### src/rtl/window_generator.sv
// Raster-order pixel stream to WIN x WIN sliding window with a one-cycle windowF strobe.
// Optional FRAME_DONE_EN macro adds a frame_done pulse on the last pixel of a full frame.
module window_generator #(
    parameter int DATA_WIDTH = 8,
    parameter int WIN        = 5,
    parameter int IMG_WIDTH  = 64,
    parameter int IMG_HEIGHT = 64,
    localparam int WINDOW_BITS = WIN * WIN * DATA_WIDTH
) (
    input  logic                   clk,
    input  logic                   rst_n,
    input  logic [DATA_WIDTH-1:0]  pix_in,
    input  logic                   pix_valid,
    input  logic                   pix_sof,
`ifdef FRAME_DONE_EN
    output logic                   frame_done,
`endif
    output logic [WINDOW_BITS-1:0] out,
    output logic                   windowF,
    output logic [DATA_WIDTH-1:0]  wCenter
);

    localparam int CW   = $clog2(IMG_WIDTH);
    localparam int RW   = $clog2(IMG_HEIGHT);
    localparam int NPIX = WIN * WIN;
    localparam int CIDX = (NPIX - 1) / 2;

    logic [CW-1:0] col, acol;
    logic [RW-1:0] row, arow;

    logic [DATA_WIDTH-1:0] lb       [WIN-1][IMG_WIDTH];
    logic [DATA_WIDTH-1:0] column   [WIN];
    logic [DATA_WIDTH-1:0] win      [NPIX];
    logic [DATA_WIDTH-1:0] win_next [NPIX];

    logic last_col, last_row, in_window;

    // A start-of-frame pixel is placed at (0,0) regardless of where the counters are.
    assign acol      = pix_sof ? '0 : col;
    assign arow      = pix_sof ? '0 : row;
    assign last_col  = (acol == CW'(IMG_WIDTH - 1));
    assign last_row  = (arow == RW'(IMG_HEIGHT - 1));
    assign in_window = (arow >= RW'(WIN - 1)) && (acol >= CW'(WIN - 1));

    // Buffer 0 holds the oldest line; each accepted pixel ripples its column up one line.
    always_ff @(posedge clk) begin
        if (pix_valid) begin
            for (int r = 0; r < WIN - 2; r++) begin
                lb[r][acol] <= lb[r + 1][acol];
            end
            lb[WIN-2][acol] <= pix_in;
        end
    end

    always_comb begin
        for (int r = 0; r < WIN; r++) begin
            column[r] = '0;
        end
        for (int r = 0; r < WIN - 1; r++) begin
            column[r] = lb[r][acol];
        end
        column[WIN-1] = pix_in;
    end

    always_comb begin
        for (int i = 0; i < NPIX; i++) begin
            win_next[i] = '0;
        end
        for (int r = 0; r < WIN; r++) begin
            for (int c = 0; c < WIN; c++) begin
                if (c == WIN - 1) begin
                    win_next[r*WIN + c] = column[r];
                end else begin
                    win_next[r*WIN + c] = win[r*WIN + c + 1];
                end
            end
        end
    end

    always_ff @(posedge clk or negedge rst_n) begin
        if (!rst_n) begin
            win     <= '{default: '0};
            wCenter <= '0;
            windowF <= 1'b0;
            col     <= '0;
            row     <= '0;
        end else begin
            windowF <= pix_valid && in_window;
            if (pix_valid) begin
                win     <= win_next;
                wCenter <= win_next[CIDX];
                if (last_col) begin
                    col <= '0;
                    row <= last_row ? '0 : arow + 1'b1;
                end else begin
                    col <= acol + 1'b1;
                    row <= arow;
                end
            end
        end
    end

`ifdef FRAME_DONE_EN
    always_ff @(posedge clk or negedge rst_n) begin
        if (!rst_n) begin
            frame_done <= 1'b0;
        end else begin
            frame_done <= pix_valid && last_row && last_col;
        end
    end
`endif

    always_comb begin
        out = '0;
        for (int i = 0; i < NPIX; i++) begin
            out[DATA_WIDTH*i +: DATA_WIDTH] = win[i];
        end
    end

endmodule
### config.mk
export PLATFORM = sky130hd
export DESIGN_NAME = window_generator
export DESIGN_NICKNAME = d
export VERILOG_FILES = /design/src/rtl/window_generator.sv
export SDC_FILE = /design/constraint.sdc
export NUM_CORES = 2
export LEC_CHECK = 0
export ABC_CLOCK_PERIOD_IN_PS = 3950
export CAP_MARGIN = 40
export CORE_MARGIN = 1
export CORE_UTILIZATION = 45
export CTS_CLUSTER_DIAMETER = 40
export DETAILED_ROUTE_END_ITERATION = 6
export PLACE_DENSITY = 0.63
export SYNTH_ARGS = -nofsm -noshare
export SYNTH_HDL_FRONTEND = slang
export SYNTH_SLANG_ARGS = --single-unit
### constraint.sdc
create_clock -name clk -period 3.95 [get_ports clk]
set_clock_uncertainty 0.05 [all_clocks]
set_input_delay 0.5925 -clock clk [delete_from_list [all_inputs] [get_ports clk]]
set_output_delay 0.5925 -clock clk [all_outputs]
set_load 0.02 [all_outputs]
Word level (Yosys, flattened, before mapping)
Memory sizes are Yosys's and may differ from the RTL's.
Cells that the tools add are included.
{"block": "totals", "n_memories": 1, "ram_bits": 2048, "output_inout_bits": 209, "ff_bits": 213, "inputBits": 12, "word_cells": 62}
{"name": "lb", "depth": 4, "width": 512, "read_ports": 4, "rd_clocked_by_memory_dff": 0, "wr": 4, "line": "31", "text": "logic [DATA_WIDTH-1:0] lb [WIN-1][IMG_WIDTH];"}
{"block": "classes", "addsub": 2, "bitwise": 1, "n_mux": 21, "reduce_logical": 3, "order_cmp": 4, "n_eq_ne": 2}
{"op": "$mux W512", "n": 1}
{"op": "$bmux W8 S6", "n": 4}
{"op": "$mux W8", "n": 9}
{"op": "$demux W8 S6", "n": 1}
{"op": "$mux W6", "n": 5}
{"op": "$add A6 B1 Y6 const B", "n": 2}
{"op": "$eq A6 B6 Y1 const B", "n": 2}
{"op": "$ge A6 B3 Y1 const B", "n": 2}
{"op": "$ge A7 B7 Y1 const B", "n": 1}
{"op": "$lt A7 B1 Y1 const B", "n": 1}
{"op": "$not A6 Y7", "n": 1}
{"op": "$logic_and A1 B1 Y1", "n": 3}
{"op": "$mux W1", "n": 1}

Longest topological paths before layout
{"block": "logic_depth", "word_depth": 7, "ltp_mapped": 12, "depth_no_buf": 7}

Worst setup path before layout
OpenSTA, ideal clock, no wires.
{"block": "synth_timing", "kind": "input to register", "startpoint": "input pix_sof", "endpoint": "memory lb[0][152] in the netlist's numbering (enable)", "slack_ps": 31, "cell_stages": 9, "arrival_time_ps": 3448, "setup_time_ps": 421, "n_path_buf": 6, "required_time_ps": 3479, "path_cell_list": "buf_4 buf_6 nor2b_1 buf_2 buf_2 buf_2 buf_1 nand3_1 nor2_1"}
{"item": "from (decl)", "line": "14", "text": "input logic pix_sof,"}
{"item": "to (decl)", "line": "31"}

==> run_results.csv <==
group,metric,value,unit
floorplanning,dieArea,198200,um^2
drt,drt_pre_antenna_iters,6,
critical_path,r2r_start,"col[0]",
critical_path,reg2regPathDepth,10,
logic_synthesis,synth_top_cells_by_count,"edfxtp_1, mux2i_1, mux2_2",
drt,vias_per_cell,6.381,
pwr,power.total,0.07010,W
critical_path,cp.required,4450,ps
worst_hold_path,hold-path-endpoint,"lb[3][458]",
logic_synthesis,synthCells,5109,
sta,finalSetupTns,0,ps
worst_hold_path,hold_path_class,"in2reg",
pwr,power_density,650.0,nW/um^2
drt,ant_nets,0,
cells_and_area,drive_above_1_share,23.46,%
drt,wirelength,297.1,mm
floorplanning,chipHeight,445.2,um
cells_and_area,nets,5812,
logic_synthesis,avgSynthCellArea,17.30,um^2
grt,antenna_found_initial,20,
drt,drc,0,
logic_synthesis,syn_area,88400,um^2
grt,grt_pass1_vias,52927,
floorplanning,die_x,445.2,um
logic_synthesis,ys_warn_count,0,
critical_path,r2r_slack,4,ps
critical_path,cp_slowest_stage_delay,690,ps
cells_and_area,fin_area,107800,um^2
logic_synthesis,synth_cell_types,85,
job,maxCapViolCount,0,
placement,portBuffers,220,
critical_path,crit_path_end_kind,"flop",
sta,hold_viol_final,0,
critical_path,arrival,4450,ps
sta,fin_crit,3946,ps
critical_path,crit_path_start_kind,"flop",
logic_synthesis,yosysMostFrequentCell,"edfxtp_1",
floorplanning,io_pins,221,
worst_hold_path,min-delay-start,"pix_in[2]",
logic_synthesis,synthFlopType,"edfxtp_1",
placement,place_congestion,0.9132,
sta,slew_viol_final,0,
logic_synthesis,syn-num-nets,5122,
clocking,clockBufferDepth,4,
cells_and_area,area_growth,22.00,%
critical_path,worstSetupPathType,"reg2reg",
cells_and_area,final_core_util,55.31,%
critical_path,path_depth,10,
drt,wl_per_cell,34.40,um
clocking,root_buffer,"clkbuf_16",
critical_path,critPathBufInv,4,
clocking,cts_tree,"yes",
grt,grt_start_max_net_pins,176,
logic_synthesis,synth_top_cell_area_share,69.57,%
status,status,"finished clean",
logic_synthesis,synth_edf_count,2048,
clocking,clk_pin_slew,60,ps
sta,fmax,253.4,MHz
clocking,clkLatencyLatePin,940,ps
logic_synthesis,ys_ff_latch,2261,
sta,setup_viol,0,
pwr,vdd_ir_drop_max,0.5084,mV
logic_synthesis,yosysTopAreaCell,"edfxtp_1",
sta,slew_headroom,34.56,%
sta,tightest_slew,981.6,ps
grt,grt_pass1_wl,413.4,mm
floorplanning,core,195000,um^2
logic_synthesis,yosysSeqAreaShare,75.60,%
clocking,ctsHtreeMaxLevel,5,
cells_and_area,layoutNonFillerInstCount,8635,
placement,dp_hpwl,186.6,mm
pwr,p_leak,37.28,nW
logic_synthesis,async_flop_share,9.421,%
critical_path,critPathTopFamily,"compound AO/OA/AOI/OAI gates",
sta,grt_setup_unrepaired,"no",
floorplanning,rows,162,
critical_path,crit_chain,"buf_8 -> nand3b_2 -> buf_12 -> o22ai_1 -> a2111oi_1 -> buf_4 -> o22ai_1 -> a311oi_1 -> nand2_2 -> buf_12",
floorplanning,start_util,45.33,%
placement,place_inst,8125,
placement,place_area,98530,um^2
drt,first_iter_violations,7727,
logic_synthesis,synth.area.top_cells,"edfxtp_1, dfrtp_1, mux2i_1",
worst_hold_path,hold_depth,1,
clocking,cts_made_buffers,288,
sta,fin_crit_sh,99.89,%
grt,grtUsageTotal,29.69,%
clocking,clock_sinks,2261,
critical_path,slowest_stage,"a2111oi_1",
critical_path,critPathMaxFanout,64,
critical_path,timing.rr.end,"lb[0][386]",
drt,vias,55104,
grt,grt_overflow,0,
[flip-flops by register name, summed over array words and instances (netlist names)]
signal   cells
col          6
lb        2048
windowF      1
wCenter      8
row          6
out        192
[power by group]
| group | switching (W) | internal (W) |
|---|---|---|
| combinational | 0.00918 | 0.00522 |
| sequential | 0.00107 | 0.0291 |
| clock | 0.0101 | 0.0153 |
| total | 0.0204 | 0.0497 |
[per-layer routing]
metal | track usage (%) | share of wire [%] | vias to the layer above
li1 | - | - | 21990
met5 | 0 | 0.070 | -
met2 | 46.17 | 46 | 4024
met1 | 38.78 | 37 | 28203
met4 | 13.41 | 5.1 | 26
met3 | 8.403 | 12 | 861
[cell usage in the layout, fill, tap and decap left out, types with 30 or more instances in the layout]
master,count
a31oi_1,52
nor2_1,124
dfrtp_1,209
nor2_4,66
clkinv_2,33
o221ai_1,31
o21ai_0,146
nand3b_1,71
buf_12,145
mux2_2,227
mux4_2,69
nand2b_1,57
a21oi_1,218
o22ai_1,145
a211oi_1,39
edfxtp_1,2048
a221oi_1,94
buf_4,365
clkdlybuf4s50_1,209
clkbuf_16,295
a2111oi_0,30
a22oi_1,49
mux2i_1,503
nand2_1,147
clkbuf_1,43
a22o_1,41
[final cells by class]
type	count	area, um^2
Antenna cell	5	12.51
Clock inverter	155	1617
Multi-Input combinational cell	2488	20310
Timing Repair Buffer	748	8137
Sequential cell	2261	66840
Clock buffer	342	7599
Inverter	12	45.04
Fill cell	15048	87150
Tap cell	2624	3283
[metrics by stage]
step / hold slack, ps / setup WS, ps
after detailed placement: 444.9 / -14.35
after global routing: 68.74 / 18.56
after floorplan: 246.9 / 31.09
final: 83.67 / 4.409
after CTS: 43.41 / 58.42
after global placement: 438.3 / -531.5
[worst max-delay path by stage]
stage / from / endpoint / slack [ps]
2_1_floorplan: pix_sof / lb[0][152] / 30
3_3_place_gp: pix_sof / out[38] / -530
3_5_place_dp: pix_sof / lb[0][490] / -10
4_1_cts: col[0] / lb[0][220] / 60
5_1_grt: col[0] / lb[0][274] / 20
6_report: col[0] / lb[0][386] / 4
[worst reg2reg max path, cell delays in order, from the launching register on]
cell       delay [ps]
dfrtp_4           660
buf_8             250
nand3b_2          140
buf_12            260
o22ai_1           230
a2111oi_1         690
buf_4             230
o22ai_1           110
a311oi_1          490
nand2_2           130
buf_12            190
[cells by family after synthesis]
logic type	Yosys count	synth area share (%)
adders and majority gates	1	0.01415
DFF	2261	75.60
and+or+nand+nor	628	3.598
buffers and inverters	360	2.161
AOI/OAI and AO/OA	1058	8.248
muxes	801	10.38
[what timing repair did]
action                                  4_1_cts  5_1_grt
buffers inserted                              1        0
endpoints found under the setup margin      114       99
hold buffers                                  5        0
gates resized for setup                       0        2
hold endpoints to repair                    106        0
Note: power is estimated with default switching activity, not from simulation.
